==> config.mk <==
export PLATFORM = sky130hd
export DESIGN_NAME = load_store_ctrl
export DESIGN_NICKNAME = d
export VERILOG_FILES = /design/src/rtl/load_store_ctrl.sv
export SDC_FILE = /design/constraint.sdc
export NUM_CORES = 1
export LEC_CHECK = 0
export CORE_MARGIN = 4
export CORE_UTILIZATION = 25
export DETAILED_ROUTE_END_ITERATION = 6
export PLACE_DENSITY = 0.59
export SYNTH_ARGS = -nofsm -noshare
export SYNTH_HDL_FRONTEND = slang
export SYNTH_SLANG_ARGS = --single-unit
==> constraint.sdc <==
create_clock -name iClk -period 2.5 [get_ports iClk]
set_input_delay 0.625 -clock iClk [delete_from_list [all_inputs] [get_ports iClk]]
set_output_delay 0.625 -clock iClk [all_outputs]
set_load 0.02 [all_outputs]
==> src/rtl/load_store_ctrl.sv <==
// RV32I load/store unit front end: one access at a time, alignment and legality checks,
// byte-lane strobes and replication for stores, lane select and extension for loads.
module load_store_ctrl #(
  parameter int unsigned TIMEOUT = 15
) (
  input  logic        iClk,
  input  logic        iRstN,
  input  logic        iLoad,
  input  logic        iStore,
  input  logic [2:0]  iFunct3,
  input  logic [31:0] iAddr,
  input  logic [31:0] iWData,
  output logic        oStall,
  output logic        oDone,
  output logic [31:0] oRData,
  output logic [1:0]  oFault,
  output logic        oMemReq,
  input  logic        iMemGnt,
  output logic        oMemWe,
  output logic [31:0] oMemAddr,
  output logic [31:0] oMemWData,
  output logic [3:0]  oMemStrb,
  input  logic        iMemRValid,
  input  logic [31:0] iMemRData
);

  typedef enum logic [1:0] {IDLE, REQ, WAIT, DONE} state_e;

  localparam logic [1:0] FaultOk      = 2'b00;
  localparam logic [1:0] FaultAlign   = 2'b01;
  localparam logic [1:0] FaultTimeout = 2'b10;
  localparam logic [1:0] FaultIllegal = 2'b11;
  localparam logic [3:0] CntLast      = 4'(TIMEOUT - 1);

  state_e      state_q, state_d;
  logic [2:0]  funct3_q, funct3_d;
  logic [31:0] addr_q, addr_d;
  logic [31:0] wdata_q, wdata_d;
  logic        store_q, store_d;
  logic [1:0]  fault_q, fault_d;
  logic [31:0] rdata_q, rdata_d;
  logic [3:0]  cnt_q, cnt_d;

  logic is_load_req, illegal, misaligned;

  function automatic logic [31:0] load_extend(input logic [2:0] f, input logic [1:0] a,
                                              input logic [31:0] d);
    logic [31:0] s;
    s = d >> {a, 3'b000};
    case (f)
      3'b000:  return {{24{s[7]}}, s[7:0]};
      3'b001:  return {{16{s[15]}}, s[15:0]};
      3'b100:  return {24'h0, s[7:0]};
      3'b101:  return {16'h0, s[15:0]};
      default: return s;
    endcase
  endfunction

  assign is_load_req = iLoad & ~iStore;
  assign illegal     = (iLoad & iStore) |
                       (iLoad  & !(iFunct3 inside {3'b000, 3'b001, 3'b010, 3'b100, 3'b101})) |
                       (iStore & !(iFunct3 inside {3'b000, 3'b001, 3'b010}));
  assign misaligned  = ((iFunct3[1:0] == 2'b01) & iAddr[0]) |
                       ((iFunct3[1:0] == 2'b10) & (iAddr[1:0] != 2'b00));

  always_comb begin
    // NOTE: every next-state value gets a default first so no path can infer a latch.
    state_d  = state_q;
    funct3_d = funct3_q;
    addr_d   = addr_q;
    wdata_d  = wdata_q;
    store_d  = store_q;
    fault_d  = fault_q;
    rdata_d  = rdata_q;
    cnt_d    = cnt_q;
    case (state_q)
      IDLE: begin
        cnt_d = '0;
        if (iLoad | iStore) begin
          funct3_d = iFunct3;
          addr_d   = iAddr;
          wdata_d  = iWData;
          store_d  = iStore & ~iLoad;
          if (illegal || misaligned) begin
            fault_d = illegal ? FaultIllegal : FaultAlign;
            if (is_load_req) rdata_d = '0;
            state_d = DONE;
          end else begin
            fault_d = FaultOk;
            state_d = REQ;
          end
        end
      end
      REQ, WAIT: begin
        cnt_d = cnt_q + 4'd1;
        if (state_q == REQ && iMemGnt) begin
          state_d = store_q ? DONE : WAIT;
        end else if (state_q == WAIT && iMemRValid) begin
          rdata_d = load_extend(funct3_q, addr_q[1:0], iMemRData);
          state_d = DONE;
        end else if (cnt_q == CntLast) begin
          // Abort: progress in the final cycle still wins over the timeout.
          fault_d = FaultTimeout;
          if (!store_q) rdata_d = '0;
          state_d = DONE;
        end
      end
      default: state_d = IDLE;
    endcase
  end

  always_ff @(posedge iClk) begin
    // NOTE: sequential state uses non-blocking assignments so all registers update together.
    if (!iRstN) begin
      state_q  <= IDLE;
      funct3_q <= '0;
      addr_q   <= '0;
      wdata_q  <= '0;
      store_q  <= 1'b0;
      fault_q  <= FaultOk;
      rdata_q  <= '0;
      cnt_q    <= '0;
    end else begin
      state_q  <= state_d;
      funct3_q <= funct3_d;
      addr_q   <= addr_d;
      wdata_q  <= wdata_d;
      store_q  <= store_d;
      fault_q  <= fault_d;
      rdata_q  <= rdata_d;
      cnt_q    <= cnt_d;
    end
  end

  // Memory channel is driven only while requesting; otherwise everything reads as zero.
  always_comb begin
    oMemReq   = 1'b0;
    oMemWe    = 1'b0;
    oMemAddr  = '0;
    oMemWData = '0;
    oMemStrb  = '0;
    if (state_q == REQ) begin
      oMemReq  = 1'b1;
      oMemWe   = store_q;
      oMemAddr = {addr_q[31:2], 2'b00};
      case (funct3_q[1:0])
        2'b00: begin
          oMemStrb  = 4'b0001 << addr_q[1:0];
          oMemWData = {4{wdata_q[7:0]}};
        end
        2'b01: begin
          oMemStrb  = 4'b0011 << addr_q[1:0];
          oMemWData = {2{wdata_q[15:0]}};
        end
        default: begin
          oMemStrb  = 4'b1111;
          oMemWData = wdata_q;
        end
      endcase
      if (!store_q) oMemWData = '0;
    end
  end

  assign oStall = ((state_q == IDLE) & (iLoad | iStore)) | (state_q == REQ) | (state_q == WAIT);
  assign oDone  = (state_q == DONE);
  assign oFault = fault_q;
  assign oRData = rdata_q;

endmodule

==> flow_summary.toml <==
[timing]
maxSlewViolCount = 0
worst_pin_slew_ns = 0.714
setup_tns_ns = 0
finalHoldViolations = 0
relSlewSlack_pct = 52.4
skew_ns = 0.0124
rsz0062_at_grt = "false"
period_share_pct = 96.3
setup_violations = 0
fmax_ghz = 0.415
period_needed_ns = 2.41

[setup_path]
worstPathRequired_ns = 1.88
end_kind = "output port"
worstPathArrival_ns = 1.78
path_class = "in2out"
start_kind = "input pin"
crit_fanout = 2

[run]
maxCapViolations = 0

[global_routing]
grt_pass1_vias = 5502
grt_pass1_wl_um = 30000
grt_start_max_net_pins = 68
antenna_found_initial = 1
grt-ovfl-total = 0
grt_use_total_pct = 15.1

[synthesis]
synthFlopType = "dfxtp_1"
avgSynthCellArea_sq_um = 7.68
yosysTopAreaCell = "dfxtp_1"
yosys_warnings = 0
synth-edff-count = 0
ys_types = 43
syn_inst = 734
yosysTopAreaCellShare_pct = 38.4
yosysMostFrequentCell = "nand2_1"
ys_ff_latch = 108
yosysSeqAreaShare_pct = 38.4
postSynth.asyncResetShare_pct = 0
yosys-top-cells-area = "dfxtp_1, nand2_1, mux2i_1"
synthTopCellsByCount = "nand2_1, dfxtp_1, a21oi_1, mux2i_1, clkbuf_1"
netlist_area_sq_mm = 0.00564

[layout]
seq_area_sq_mm = 0.00217
instances_no_fill = 1210
drive_gt1_share_pct = 8.49
antennaDiodeCount = 0
areaGrowthSynthToFinish_pct = 49.2
multi_input_area_sq_mm = 0.00313
nets = 1037
fin_util_pct = 38.2
fillers = 2355

[clock_network]
post-cts-setup-buffer-count = 0
clock-root-buffer = "clkbuf_16"
clock_path_buffers = 2
cts.reportedPaths.clkPinSlew_ns = 0.07
cts_buffers = 9
cts_tree = "built"
h-tree-depth = 3
clock_latency_ns = 0.36
cts_sinks = 108

[die]
core_sq_mm = 0.0220
fp.dieW_um = 158
fp.dieH_um = 158
rows = 54
dieArea_sq_mm = 0.0250
initial_utilization_pct = 25.6
io_pins = 211

[placement]
hpwl_um = 14100
numPortBuffers = 208
routabilityCongestion = 0.818
dp.cells = 1194

[status]
outcome = "finished, final reports clean"

[detailed_routing]
post-route-drc-count = 0
wl_per_cell_um = 16.1
via_per_inst = 4.75
ant_nets = 0
num_vias = 5747
drt-total-wl_um = 19500
drt-pass1-iter-count = 5
initialDrtViolationCount = 295

[power]
power_density_mw_per_mm2 = 896
ir_drop_uv = 516
p_leak_nw = 3.43

[hold_path]
hp-class = "reg2reg"
## metal layers
metal / vias up / wire [um] / global-route usage (%) / share of wire [%]
met4: 2 / 248 / 3.66 / 1.3
li1: 2876 / - / - / -
met3: 17 / 1550 / 3.64 / 8.0
met5: - / 13 / 0 / 0.067
met1: 2662 / 8600 / 20.0 / 44
met2: 190 / 9050 / 24.7 / 46
## state kept, by name (all words and copies together), names as in the netlist
register,count
cnt_q,4
funct3_q,3
oFault,2
addr_q,32
store_q,1
oRData,32
wdata_q,32
state_q,2
## through the flow
step           hold WS [ns]  instance area (sq um)  setup WS (ns)  power [mW]
3_3_place_gp          0.437                   8130         -0.307        5.97
3_5_place_dp          0.442                   8130         -0.331        6.01
4_1_cts               0.452                   8400         0.0651        7.65
5_1_grt               0.473                   8410        0.00710        8.07
6_report              0.449                   8410         0.0917        7.54
2_1_floorplan         0.432                   5640          0.288        4.60
## path summary, 6_finish.rpt
kind	cells past startpoint	end	from	slack [ns]
worst min-delay path	2	addr_q[17]	addr_q[17]	0.45
worst max-delay path	4	oStall	iLoad	0.09
worst max register to register	7	oRData[24]	state_q[0]	0.38
worst min register to register	2	addr_q[17]	addr_q[17]	0.45
## cell families (layout without fill, tap and decap cells)
family	after synthesis	in the layout	share of synthesized area, %
other	1	2	0.0665
adder cells (fa/ha/maj)	7	7	1.55
AO/OA/AOI/OAI	168	168	18.8
flip-flops	108	108	38.4
AND/OR/NAND/NOR	300	300	23.6
buffers and inverters	92	287	6.95
multiplexers	58	58	10.7
## worst max-delay path: stages
cell,delay (ns)
clkdlybuf4s50_1,0.42
o21a_2,0.23
or3_1,0.32
buf_2,0.18
## timing repair
action | 4_1_cts | 5_1_grt
hold buffers | 0 | 0
gates resized for setup | 77 | 10
endpoints found under the setup margin | 69 | 12
pin swaps | 0 | 0
## cells in the final DEF, fill, tap and decap left out, types with 3 or more instances in the layout
cell             count
clkbuf_16            9
o211ai_1            18
and3_1               8
nor3_1              12
dlygate4sd2_1       63
buf_12               4
dfxtp_2              3
dfxtp_1            105
bufinv_16            3
o21ai_0              5
a221oi_1            24
clkdlybuf4s50_1    139
mux2_2               7
nand3_1             12
inv_1               23
nand2_1            181
ha_1                 6
a21o_1               4
nand3b_1             9
nor2b_1              3
mux2i_1             48
nor2_1              34
a211oi_1            10
a21oi_1             90
nand2b_1             3
o21a_1               7
and2_1              30
buf_4               34
## final cells by class
type | instances | share of cell area (%)
clock buffers | 9 | 2.68
clock inverters | 7 | 1.37
inverters | 24 | 1.07
multi-input cells | 535 | 37.2
flip-flops and latches | 108 | 25.8
well taps | 280 | 4.17
repair buffers | 247 | 27.8
## power breakdown
part	leakage, nW	switching [mW]	total [mW]	internal (mW)
logic	2.38	1.99	3.51	1.52
clock network	0.161	0.666	1.64	0.976
registers	0.887	0.266	2.39	2.12
total	3.43	2.92	7.54	4.62
(Power assumes the default switching activity.)
